$ cat src/rtl/mem_access_pkg.sv
// Shared types for the memory-access stage.
//  control_t     : decoded control bundle carried down the pipe; this stage reads
//                  .mem_read, .mem_write and .mem_funct3 and forwards the rest untouched.
//  F3_*          : load/store funct3 encodings.
//  mem_state_e   : stage FSM states.
//  exc_cause_e   : fault codes reported on exc_cause_o.
//  is_misaligned : access-size alignment check from funct3 and address low bits.
package mem_access_pkg;

    typedef struct packed {
        logic       reg_write;
        logic       alu_src;
        logic [3:0] alu_op;
        logic       mem_read;
        logic       mem_write;
        logic [2:0] mem_funct3;
    } control_t;

    localparam logic [2:0] F3_LB  = 3'b000;
    localparam logic [2:0] F3_LH  = 3'b001;
    localparam logic [2:0] F3_LW  = 3'b010;
    localparam logic [2:0] F3_LBU = 3'b100;
    localparam logic [2:0] F3_LHU = 3'b101;

    // Bubble-equivalent instruction shown on control_o out of reset.
    localparam control_t MI_ADDI = '{
        reg_write:  1'b1,
        alu_src:    1'b1,
        alu_op:     4'd0,
        mem_read:   1'b0,
        mem_write:  1'b0,
        mem_funct3: 3'b000
    };

    typedef enum logic [1:0] {
        StIdle,
        StReq,
        StWait
    } mem_state_e;

    typedef enum logic [1:0] {
        ExcLoadMisaligned  = 2'd0,
        ExcStoreMisaligned = 2'd1,
        ExcBusErr          = 2'd2,
        ExcTimeout         = 2'd3
    } exc_cause_e;

    // funct3[1:0] encodes the access size: byte, half, word.
    function automatic logic is_misaligned(logic [2:0] funct3, logic [1:0] addr_lo);
        case (funct3[1:0])
            2'b00:   return 1'b0;
            2'b01:   return addr_lo[0];
            default: return addr_lo != 2'b00;
        endcase
    endfunction

endpackage

$ cat src/rtl/mem_access_if.sv
// Data-memory request/grant/response bus.
//  master : the memory stage (drives req/we/addr/be/wdata)
//  slave  : the memory (drives gnt/rvalid/rdata/err)
interface mem_access_if;
    logic        req;
    logic        we;
    logic [31:0] addr;
    logic [3:0]  be;
    logic [31:0] wdata;
    logic        gnt;
    logic        rvalid;
    logic [31:0] rdata;
    logic        err;

    modport master (
        output req, we, addr, be, wdata,
        input  gnt, rvalid, rdata, err
    );

    modport slave (
        input  req, we, addr, be, wdata,
        output gnt, rvalid, rdata, err
    );
endinterface

$ cat src/rtl/mem_access_align.sv
// Combinational lane handling for one load/store.
//  funct3_i     : access size / signedness
//  addr_lo_i    : byte offset within the word
//  store_data_i : rs2 value
//  load_word_i  : raw word returned by memory
//  be_o         : byte enables for the store
//  wdata_o      : store data replicated across all lanes
//  load_data_o  : selected and extended load value
module mem_access_align (
    input  logic [2:0]  funct3_i,
    input  logic [1:0]  addr_lo_i,
    input  logic [31:0] store_data_i,
    input  logic [31:0] load_word_i,
    output logic [3:0]  be_o,
    output logic [31:0] wdata_o,
    output logic [31:0] load_data_o
);

    logic [7:0]  byte_sel;
    logic [15:0] half_sel;

    always_comb begin
        byte_sel    = load_word_i[{addr_lo_i, 3'b000} +: 8];
        half_sel    = addr_lo_i[1] ? load_word_i[31:16] : load_word_i[15:0];
        be_o        = 4'hF;
        wdata_o     = store_data_i;
        load_data_o = load_word_i;
        case (funct3_i[1:0])
            2'b00: begin
                be_o        = 4'b0001 << addr_lo_i;
                wdata_o     = {4{store_data_i[7:0]}};
                load_data_o = funct3_i[2] ? {24'h0, byte_sel} : {{24{byte_sel[7]}}, byte_sel};
            end
            2'b01: begin
                be_o        = 4'b0011 << addr_lo_i;
                wdata_o     = {2{store_data_i[15:0]}};
                load_data_o = funct3_i[2] ? {16'h0, half_sel} : {{16{half_sel[15]}}, half_sel};
            end
            default: ;
        endcase
    end

endmodule

$ cat src/rtl/mem_access.sv
// Memory stage: runs at most one load/store on the dmem bus per accepted instruction
// and delivers one registered result (valid_o pulse) to writeback.
//  clk_i, rst_i    : clock, asynchronous active-high reset
//  valid_i/ready_o : upstream handshake; accepted only while idle
//  control_i, alu_i, mem_data_i, pc_plus4_i, addr_rd_i : execute-stage outputs
//  dmem            : data-memory bus (master side)
//  valid_o, control_o, addr_rd_o, pc_plus4_o, result_o, exc_o, exc_cause_o : writeback
module mem_access
    import mem_access_pkg::*;
#(
    parameter int unsigned TIMEOUT_CYC = 256
) (
    input  logic        clk_i,
    input  logic        rst_i,
    input  logic        valid_i,
    output logic        ready_o,
    input  control_t    control_i,
    input  logic [31:0] alu_i,
    input  logic [31:0] mem_data_i,
    input  logic [31:0] pc_plus4_i,
    input  logic [4:0]  addr_rd_i,
    mem_access_if.master dmem,
    output logic        valid_o,
    output control_t    control_o,
    output logic [4:0]  addr_rd_o,
    output logic [31:0] pc_plus4_o,
    output logic [31:0] result_o,
    output logic        exc_o,
    output logic [1:0]  exc_cause_o
);

    localparam int unsigned CntW = (TIMEOUT_CYC > 1) ? $clog2(TIMEOUT_CYC) : 1;

    mem_state_e  state_q, state_d;
    logic [CntW-1:0] cnt_q, cnt_d;
    control_t    op_ctrl_q, op_ctrl_d;
    logic [31:0] op_addr_q, op_addr_d;
    logic [31:0] op_data_q, op_data_d;
    logic [31:0] op_pc4_q, op_pc4_d;
    logic [4:0]  op_rd_q, op_rd_d;
    logic        valid_q, valid_d;
    control_t    control_q, control_d;
    logic [4:0]  rd_q, rd_d;
    logic [31:0] pc4_q, pc4_d;
    logic [31:0] result_q, result_d;
    logic        exc_q, exc_d;
    exc_cause_e  cause_q, cause_d;

    logic [3:0]  al_be;
    logic [31:0] al_wdata;
    logic [31:0] al_load;
    logic        timeout_hit;
    logic        resp_done;
    logic        timed_out;

    mem_access_align u_align (
        .funct3_i     (op_ctrl_q.mem_funct3),
        .addr_lo_i    (op_addr_q[1:0]),
        .store_data_i (op_data_q),
        .load_word_i  (dmem.rdata),
        .be_o         (al_be),
        .wdata_o      (al_wdata),
        .load_data_o  (al_load)
    );

    // cnt_q equals the index of the current REQ/WAIT cycle; abort on the last allowed one.
    assign timeout_hit = (TIMEOUT_CYC != 0) && (cnt_q == CntW'(TIMEOUT_CYC - 1));

    always_comb begin
        state_d   = state_q;
        cnt_d     = cnt_q;
        op_ctrl_d = op_ctrl_q;
        op_addr_d = op_addr_q;
        op_data_d = op_data_q;
        op_pc4_d  = op_pc4_q;
        op_rd_d   = op_rd_q;
        valid_d   = 1'b0;
        control_d = control_q;
        rd_d      = rd_q;
        pc4_d     = pc4_q;
        result_d  = result_q;
        exc_d     = exc_q;
        cause_d   = cause_q;
        resp_done = 1'b0;
        timed_out = 1'b0;

        unique case (state_q)
            StIdle: begin
                if (valid_i) begin
                    if (!(control_i.mem_read || control_i.mem_write)) begin
                        valid_d   = 1'b1;
                        control_d = control_i;
                        rd_d      = addr_rd_i;
                        pc4_d     = pc_plus4_i;
                        result_d  = alu_i;
                        exc_d     = 1'b0;
                        cause_d   = ExcLoadMisaligned;
                    end else if (is_misaligned(control_i.mem_funct3, alu_i[1:0])) begin
                        valid_d   = 1'b1;
                        control_d = control_i;
                        rd_d      = addr_rd_i;
                        pc4_d     = pc_plus4_i;
                        result_d  = '0;
                        exc_d     = 1'b1;
                        cause_d   = control_i.mem_write ? ExcStoreMisaligned : ExcLoadMisaligned;
                    end else begin
                        state_d   = StReq;
                        cnt_d     = '0;
                        op_ctrl_d = control_i;
                        op_addr_d = alu_i;
                        op_data_d = mem_data_i;
                        op_pc4_d  = pc_plus4_i;
                        op_rd_d   = addr_rd_i;
                    end
                end
            end
            StReq: begin
                cnt_d = cnt_q + CntW'(1);
                // A same-cycle response wins over the timeout; a bare grant does not.
                if (dmem.gnt && dmem.rvalid) begin
                    resp_done = 1'b1;
                end else if (timeout_hit) begin
                    timed_out = 1'b1;
                end else if (dmem.gnt) begin
                    state_d = StWait;
                end
            end
            StWait: begin
                cnt_d = cnt_q + CntW'(1);
                if (dmem.rvalid) begin
                    resp_done = 1'b1;
                end else if (timeout_hit) begin
                    timed_out = 1'b1;
                end
            end
            default: state_d = StIdle;
        endcase

        if (resp_done || timed_out) begin
            state_d   = StIdle;
            valid_d   = 1'b1;
            control_d = op_ctrl_q;
            rd_d      = op_rd_q;
            pc4_d     = op_pc4_q;
            exc_d     = timed_out || dmem.err;
            result_d  = (timed_out || dmem.err || op_ctrl_q.mem_write) ? '0 : al_load;
            cause_d   = timed_out ? ExcTimeout : (dmem.err ? ExcBusErr : ExcLoadMisaligned);
        end
    end

    // Bus outputs are decoded from state so an async reset drops req immediately.
    assign ready_o    = (state_q == StIdle);
    assign dmem.req   = (state_q == StReq);
    assign dmem.we    = dmem.req && op_ctrl_q.mem_write;
    assign dmem.addr  = dmem.req ? {op_addr_q[31:2], 2'b00} : '0;
    assign dmem.be    = dmem.req ? al_be : '0;
    assign dmem.wdata = dmem.req ? al_wdata : '0;

    assign valid_o     = valid_q;
    assign control_o   = control_q;
    assign addr_rd_o   = rd_q;
    assign pc_plus4_o  = pc4_q;
    assign result_o    = result_q;
    assign exc_o       = exc_q;
    assign exc_cause_o = cause_q;

    always_ff @(posedge clk_i or posedge rst_i) begin
        if (rst_i) begin
            state_q   <= StIdle;
            cnt_q     <= '0;
            op_ctrl_q <= '0;
            op_addr_q <= '0;
            op_data_q <= '0;
            op_pc4_q  <= '0;
            op_rd_q   <= '0;
            valid_q   <= 1'b0;
            control_q <= MI_ADDI;
            rd_q      <= '0;
            pc4_q     <= '0;
            result_q  <= '0;
            exc_q     <= 1'b0;
            cause_q   <= ExcLoadMisaligned;
        end else begin
            state_q   <= state_d;
            cnt_q     <= cnt_d;
            op_ctrl_q <= op_ctrl_d;
            op_addr_q <= op_addr_d;
            op_data_q <= op_data_d;
            op_pc4_q  <= op_pc4_d;
            op_rd_q   <= op_rd_d;
            valid_q   <= valid_d;
            control_q <= control_d;
            rd_q      <= rd_d;
            pc4_q     <= pc4_d;
            result_q  <= result_d;
            exc_q     <= exc_d;
            cause_q   <= cause_d;
        end
    end

endmodule

$ cat src/flat_wrapper.sv
// flat-port wrapper written by rule: the top's interface ports become plain ports
module mem_access_flat import mem_access_pkg::*;
#(
    parameter int unsigned TIMEOUT_CYC = 256
)
  (clk_i, rst_i, valid_i, ready_o, control_i, alu_i, mem_data_i, pc_plus4_i, addr_rd_i, valid_o, control_o, addr_rd_o, pc_plus4_o, result_o, exc_o, exc_cause_o, dmem_req, dmem_we, dmem_addr, dmem_be, dmem_wdata, dmem_gnt, dmem_rvalid, dmem_rdata, dmem_err);
  mem_access_if dmem_i ();
  input  logic clk_i;
  input  logic rst_i;
  input  logic valid_i;
  output logic ready_o;
  input  control_t control_i;
  input  logic [31:0] alu_i;
  input  logic [31:0] mem_data_i;
  input  logic [31:0] pc_plus4_i;
  input  logic [4:0] addr_rd_i;
  output logic valid_o;
  output control_t control_o;
  output logic [4:0] addr_rd_o;
  output logic [31:0] pc_plus4_o;
  output logic [31:0] result_o;
  output logic exc_o;
  output logic [1:0] exc_cause_o;
  output wire logic [$bits(dmem_i.req)-1:0] dmem_req;
  output wire logic [$bits(dmem_i.we)-1:0] dmem_we;
  output wire logic [$bits(dmem_i.addr)-1:0] dmem_addr;
  output wire logic [$bits(dmem_i.be)-1:0] dmem_be;
  output wire logic [$bits(dmem_i.wdata)-1:0] dmem_wdata;
  input wire logic [$bits(dmem_i.gnt)-1:0] dmem_gnt;
  input wire logic [$bits(dmem_i.rvalid)-1:0] dmem_rvalid;
  input wire logic [$bits(dmem_i.rdata)-1:0] dmem_rdata;
  input wire logic [$bits(dmem_i.err)-1:0] dmem_err;
  assign dmem_req = dmem_i.req;
  assign dmem_we = dmem_i.we;
  assign dmem_addr = dmem_i.addr;
  assign dmem_be = dmem_i.be;
  assign dmem_wdata = dmem_i.wdata;
  assign dmem_i.gnt = dmem_gnt;
  assign dmem_i.rvalid = dmem_rvalid;
  assign dmem_i.rdata = dmem_rdata;
  assign dmem_i.err = dmem_err;
  mem_access #(.TIMEOUT_CYC(TIMEOUT_CYC)) u_core (.clk_i(clk_i), .rst_i(rst_i), .valid_i(valid_i), .ready_o(ready_o), .control_i(control_i), .alu_i(alu_i), .mem_data_i(mem_data_i), .pc_plus4_i(pc_plus4_i), .addr_rd_i(addr_rd_i), .dmem(dmem_i), .valid_o(valid_o), .control_o(control_o), .addr_rd_o(addr_rd_o), .pc_plus4_o(pc_plus4_o), .result_o(result_o), .exc_o(exc_o), .exc_cause_o(exc_cause_o));
endmodule
$ cat config.mk
export PLATFORM = sky130hd
export DESIGN_NAME = mem_access_flat
export DESIGN_NICKNAME = d
export VERILOG_FILES = /design/src/rtl/mem_access_pkg.sv /design/src/rtl/mem_access_if.sv /design/src/rtl/mem_access_align.sv /design/src/rtl/mem_access.sv /design/src/flat_wrapper.sv
export SDC_FILE = /design/constraint.sdc
export NUM_CORES = 1
export LEC_CHECK = 0
export ABC_CLOCK_PERIOD_IN_PS = 11100
export BUFFER_PORTS_ARGS = -buffer_cell sky130_fd_sc_hd__buf_2
export CORE_UTILIZATION = 29
export DETAILED_ROUTE_END_ITERATION = 8
export HOLD_SLACK_MARGIN = 0.12
export SLEW_MARGIN = 25
export SYNTH_ARGS = -nofsm -noshare
export SYNTH_HDL_FRONTEND = slang
export SYNTH_HIERARCHICAL = 1
export SYNTH_SLANG_ARGS = --single-unit
$ cat constraint.sdc
create_clock -name clk_i -period 11.1 [get_ports clk_i]
set_input_delay 1.11 -clock clk_i [delete_from_list [all_inputs] [get_ports clk_i]]
set_output_delay 1.11 -clock clk_i [all_outputs]
set_load 0.03 [all_outputs]
==> results_dict.tcl <==
set metrics [dict create \
    die_w_um 196 \
    hold_class "reg -> reg" \
    start_kind "flip-flop" \
    worstPathRequired_ns 9.99 \
    drc 0 \
    yosys-top-cells-area "dfrtp_1 (47%), mux2_2 (13%), o21ai_0 (5.8%), mux2i_1 (5.7%), and2_1 (3.9%)" \
    min_period_ns 3.97 \
    synth_edf_count 0 \
    ant_nets 0 \
    fin_nets 1389 \
    whs_path_depth 1 \
    port_buffers 302 \
    synth_top_area_cell "dfrtp_1" \
    period_share_pct 35.8 \
    placed_area_mm2 0.0127 \
    rsz0062_at_grt "no" \
    cts_tree "built" \
    vias 8894 \
    reg2reg_to "u_core/control_o[5]" \
    cp_data_arrival_time_ns 2.86 \
    clock_skew_ns 0.00864 \
    grt_max_degree 83 \
    cts_hold_buf 0 \
    worstPathMaxFanout 31 \
    fin_tns_setup_ns 0 \
    ios 305 \
    hold_start "u_core/op_addr_q[22]" \
    slew_headroom_pct 35.3 \
    place_inst 1711 \
    tightest_slew_ns 0.971 \
    hold_violations 0 \
    holdWs_ns 0.494 \
    insertion_delay_ns 0.55 \
    max_clock_freq_mhz 252 \
    grt-busiest-layer "met2" \
    synth.top_cells.by_count "dfrtp_1 (204), mux2_2 (130), o21ai_0 (127)" \
    synth_area_per_cell_um2 11.1 \
    yosys_warnings 6 \
    use_met2_pct 28.1 \
    path_clk_slew_ns 0.06 \
    path_class "reg -> out" \
    ff_latch_area_mm2 0.00516 \
    finalInstanceArea_mm2 0.0136 \
    drt-initial-drc-count 435 \
    clock_sinks 206 \
    final_max_slew_viol_count 0 \
    slowest_delay_ns 0.69 \
    rr_startpoint "u_core/state_q[1]" \
    start_util_pct 29.7 \
    place.gp.congestion 0.934 \
    grt_first_pass_wirelength_um 52700 \
    use_met1_pct 22.9 \
    status "finished clean" \
    grt-ovfl-total 0 \
    maxCapViolCount 0 \
    die_h_um 196 \
    firstDrtPassIters 7 \
    cp_cell_sequence "buf_4 -> nor2_2 -> mux2_2 -> and2_1 -> buf_2" \
    via_per_inst 5.06 \
    netlist_area_mm2 0.0109 \
    ys.flop_type "dfrtp_1" \
    fillers 3754 \
    die_area_mm2 0.0385 \
    core_area_mm2 0.0369 \
    grt_pass1_vias 8953 \
    drt_wl_total_um 34200 \
    num_rows 70 \
    synth-seq-cells 206 \
    netlist_instances 989 \
    p_per_area_mw_per_mm2 324 \
    clockRootBuffer "clkbuf_16" \
    synth.most_common_cell "dfrtp_1" \
    yosysUniqueCellTypes 64 \
    antenna_found_initial 2 \
    hpwl_um 23000 \
    end_kind "output port" \
    postCtsSetupBuffers 0 \
    async_reset_ff_share_pct 100 \
    cts_buffers 25 \
    clock_path_buffers 3 \
    htree_num_levels 1 \
    drive_gt1_share_pct 42.8 \
    r2r_slack_ns 7.87 \
    grtUsageTotal_pct 17.5 \
    ys_seq_area_share_pct 47.1 \
    setup_viol 0 \
    multi_input_area_mm2 0.00526 \
    syn2layout_area_growth_pct 24.1 \
    critPathSlowestCell "nor2_2" \
    hold_end "u_core/op_addr_q[22]" \
    gr-usage-met3_pct 3.49 \
    layout.cells.non_filler 1759 \
    cts_resized 0 \
    r2r_cells 8 \
    post_drt_wl_per_cell_um 19.4 \
    synth_top_area_share_pct 46.6 \
    max-vdd-ir-drop_mv 0.134 \
    p_leak_nw 6.18 \
]
==> sequential cells by signal, summed over array words and instances (netlist names), 8 cells and up <==
name and cells:
u_core/pc_plus4_o 32, u_core/op_addr_q 32, u_core/op_data_q 32, u_core/op_pc4_q 32, u_core/op_ctrl_q 11, u_core/cnt_q 8, u_core/result_o 32, u_core/control_o 11
==> final cells by class <==
type	count	area share [%]
Sequential cell	206	38.0
Timing Repair Buffer	314	11.8
Inverter	8	0.276
Clock inverter	12	1.36
Tap cell	504	4.64
Antenna cell	2	0.0368
Clock buffer	34	5.15
Multi-Input combinational cell	679	38.7
==> power breakdown <==
group | internal, W | switching, W
Sequential | 0.00113 | 0.000254
Clock | 0.000538 | 0.000338
Combinational | 0.000834 | 0.00131
Total | 0.00250 | 0.00190
==> worst max path at each step <==
stage | start | endpoint | slack, ns | depth (start not counted)
6_report | u_core/op_ctrl_q[1] | dmem_wdata[10] | 7.13 | 5
3_5_place_dp | control_i[4] | u_core/op_data_q[21] | 7.45 | 6
4_1_cts | u_core/op_ctrl_q[1] | dmem_wdata[10] | 7.06 | 5
5_1_grt | u_core/op_ctrl_q[1] | dmem_wdata[10] | 7.01 | 5
2_1_floorplan | rst_i | u_core/addr_rd_o[0] | 4.37 | 1
3_3_place_gp | control_i[4] | u_core/op_addr_q[24] | 7.46 | 6
==> metrics by stage <==
step | util (%) | setup WS (ns) | power (W)
finish | 36.8 | 7.13 | 0.00440
global route | 36.8 | 7.01 | 0.00467
CTS | 36.8 | 7.06 | 0.00445
detailed placement | 34.4 | 7.45 | 0.00355
global placement | 34.4 | 7.46 | 0.00350
floorplan | - | 4.37 | 0.00299
==> layout by cell type, fill, tap and decap left out, types with 3 or more instances in the layout <==
| master | count |
|---|---|
| nand3_1 | 35 |
| buf_4 | 11 |
| a2bb2oi_1 | 5 |
| o21ai_1 | 4 |
| nor4_1 | 14 |
| clkbuf_16 | 25 |
| o21ai_2 | 10 |
| a2bb2oi_2 | 14 |
| nand4_1 | 15 |
| clkbuf_1 | 5 |
| or2_2 | 3 |
| a211o_1 | 19 |
| nor2b_1 | 5 |
| dfrtp_1 | 203 |
| a221o_1 | 10 |
| mux2i_1 | 62 |
| a22o_1 | 11 |
| a31oi_1 | 15 |
| buf_2 | 302 |
| o2bb2ai_1 | 3 |
| a22oi_1 | 3 |
| clkbuf_8 | 4 |
| and2_1 | 68 |
| ha_1 | 4 |
| bufinv_16 | 4 |
| nand2_1 | 40 |
| o22ai_1 | 3 |
| a21oi_1 | 5 |
| inv_1 | 6 |
| nor3_1 | 5 |
| nand2b_1 | 5 |
| mux2_2 | 130 |
| o21ai_0 | 127 |
| nor2_1 | 25 |
| clkinv_2 | 4 |
==> worst max-delay path, delay by kind of cell (launching register included) <==
family,cells,cell delay (ns)
buffers and inverters,2,0.48
AND/OR/NAND/NOR,2,0.84
multiplexers,1,0.41
flip-flops,1,0.55
==> routing by layer <==
layer  part of all wire, %  routed length (µm)  vias up
met5                     0                   0        -
met4                   3.1                1060        0
met3                   6.1                2080       61
met2                    47               16200      294
met1                    44               14900     4450
li1                      -                   -     4089
==> logic make-up after synthesis <==
group,count (synthesis),share of synthesized area [%]
compound gates,247,16.0
simple gates,229,11.5
flops,206,47.1
mux,196,19.6
buf+inv,105,5.14
fa+ha+maj,5,0.571
other cells,1,0.0343
Note: power is estimated with default switching activity, not from simulation.
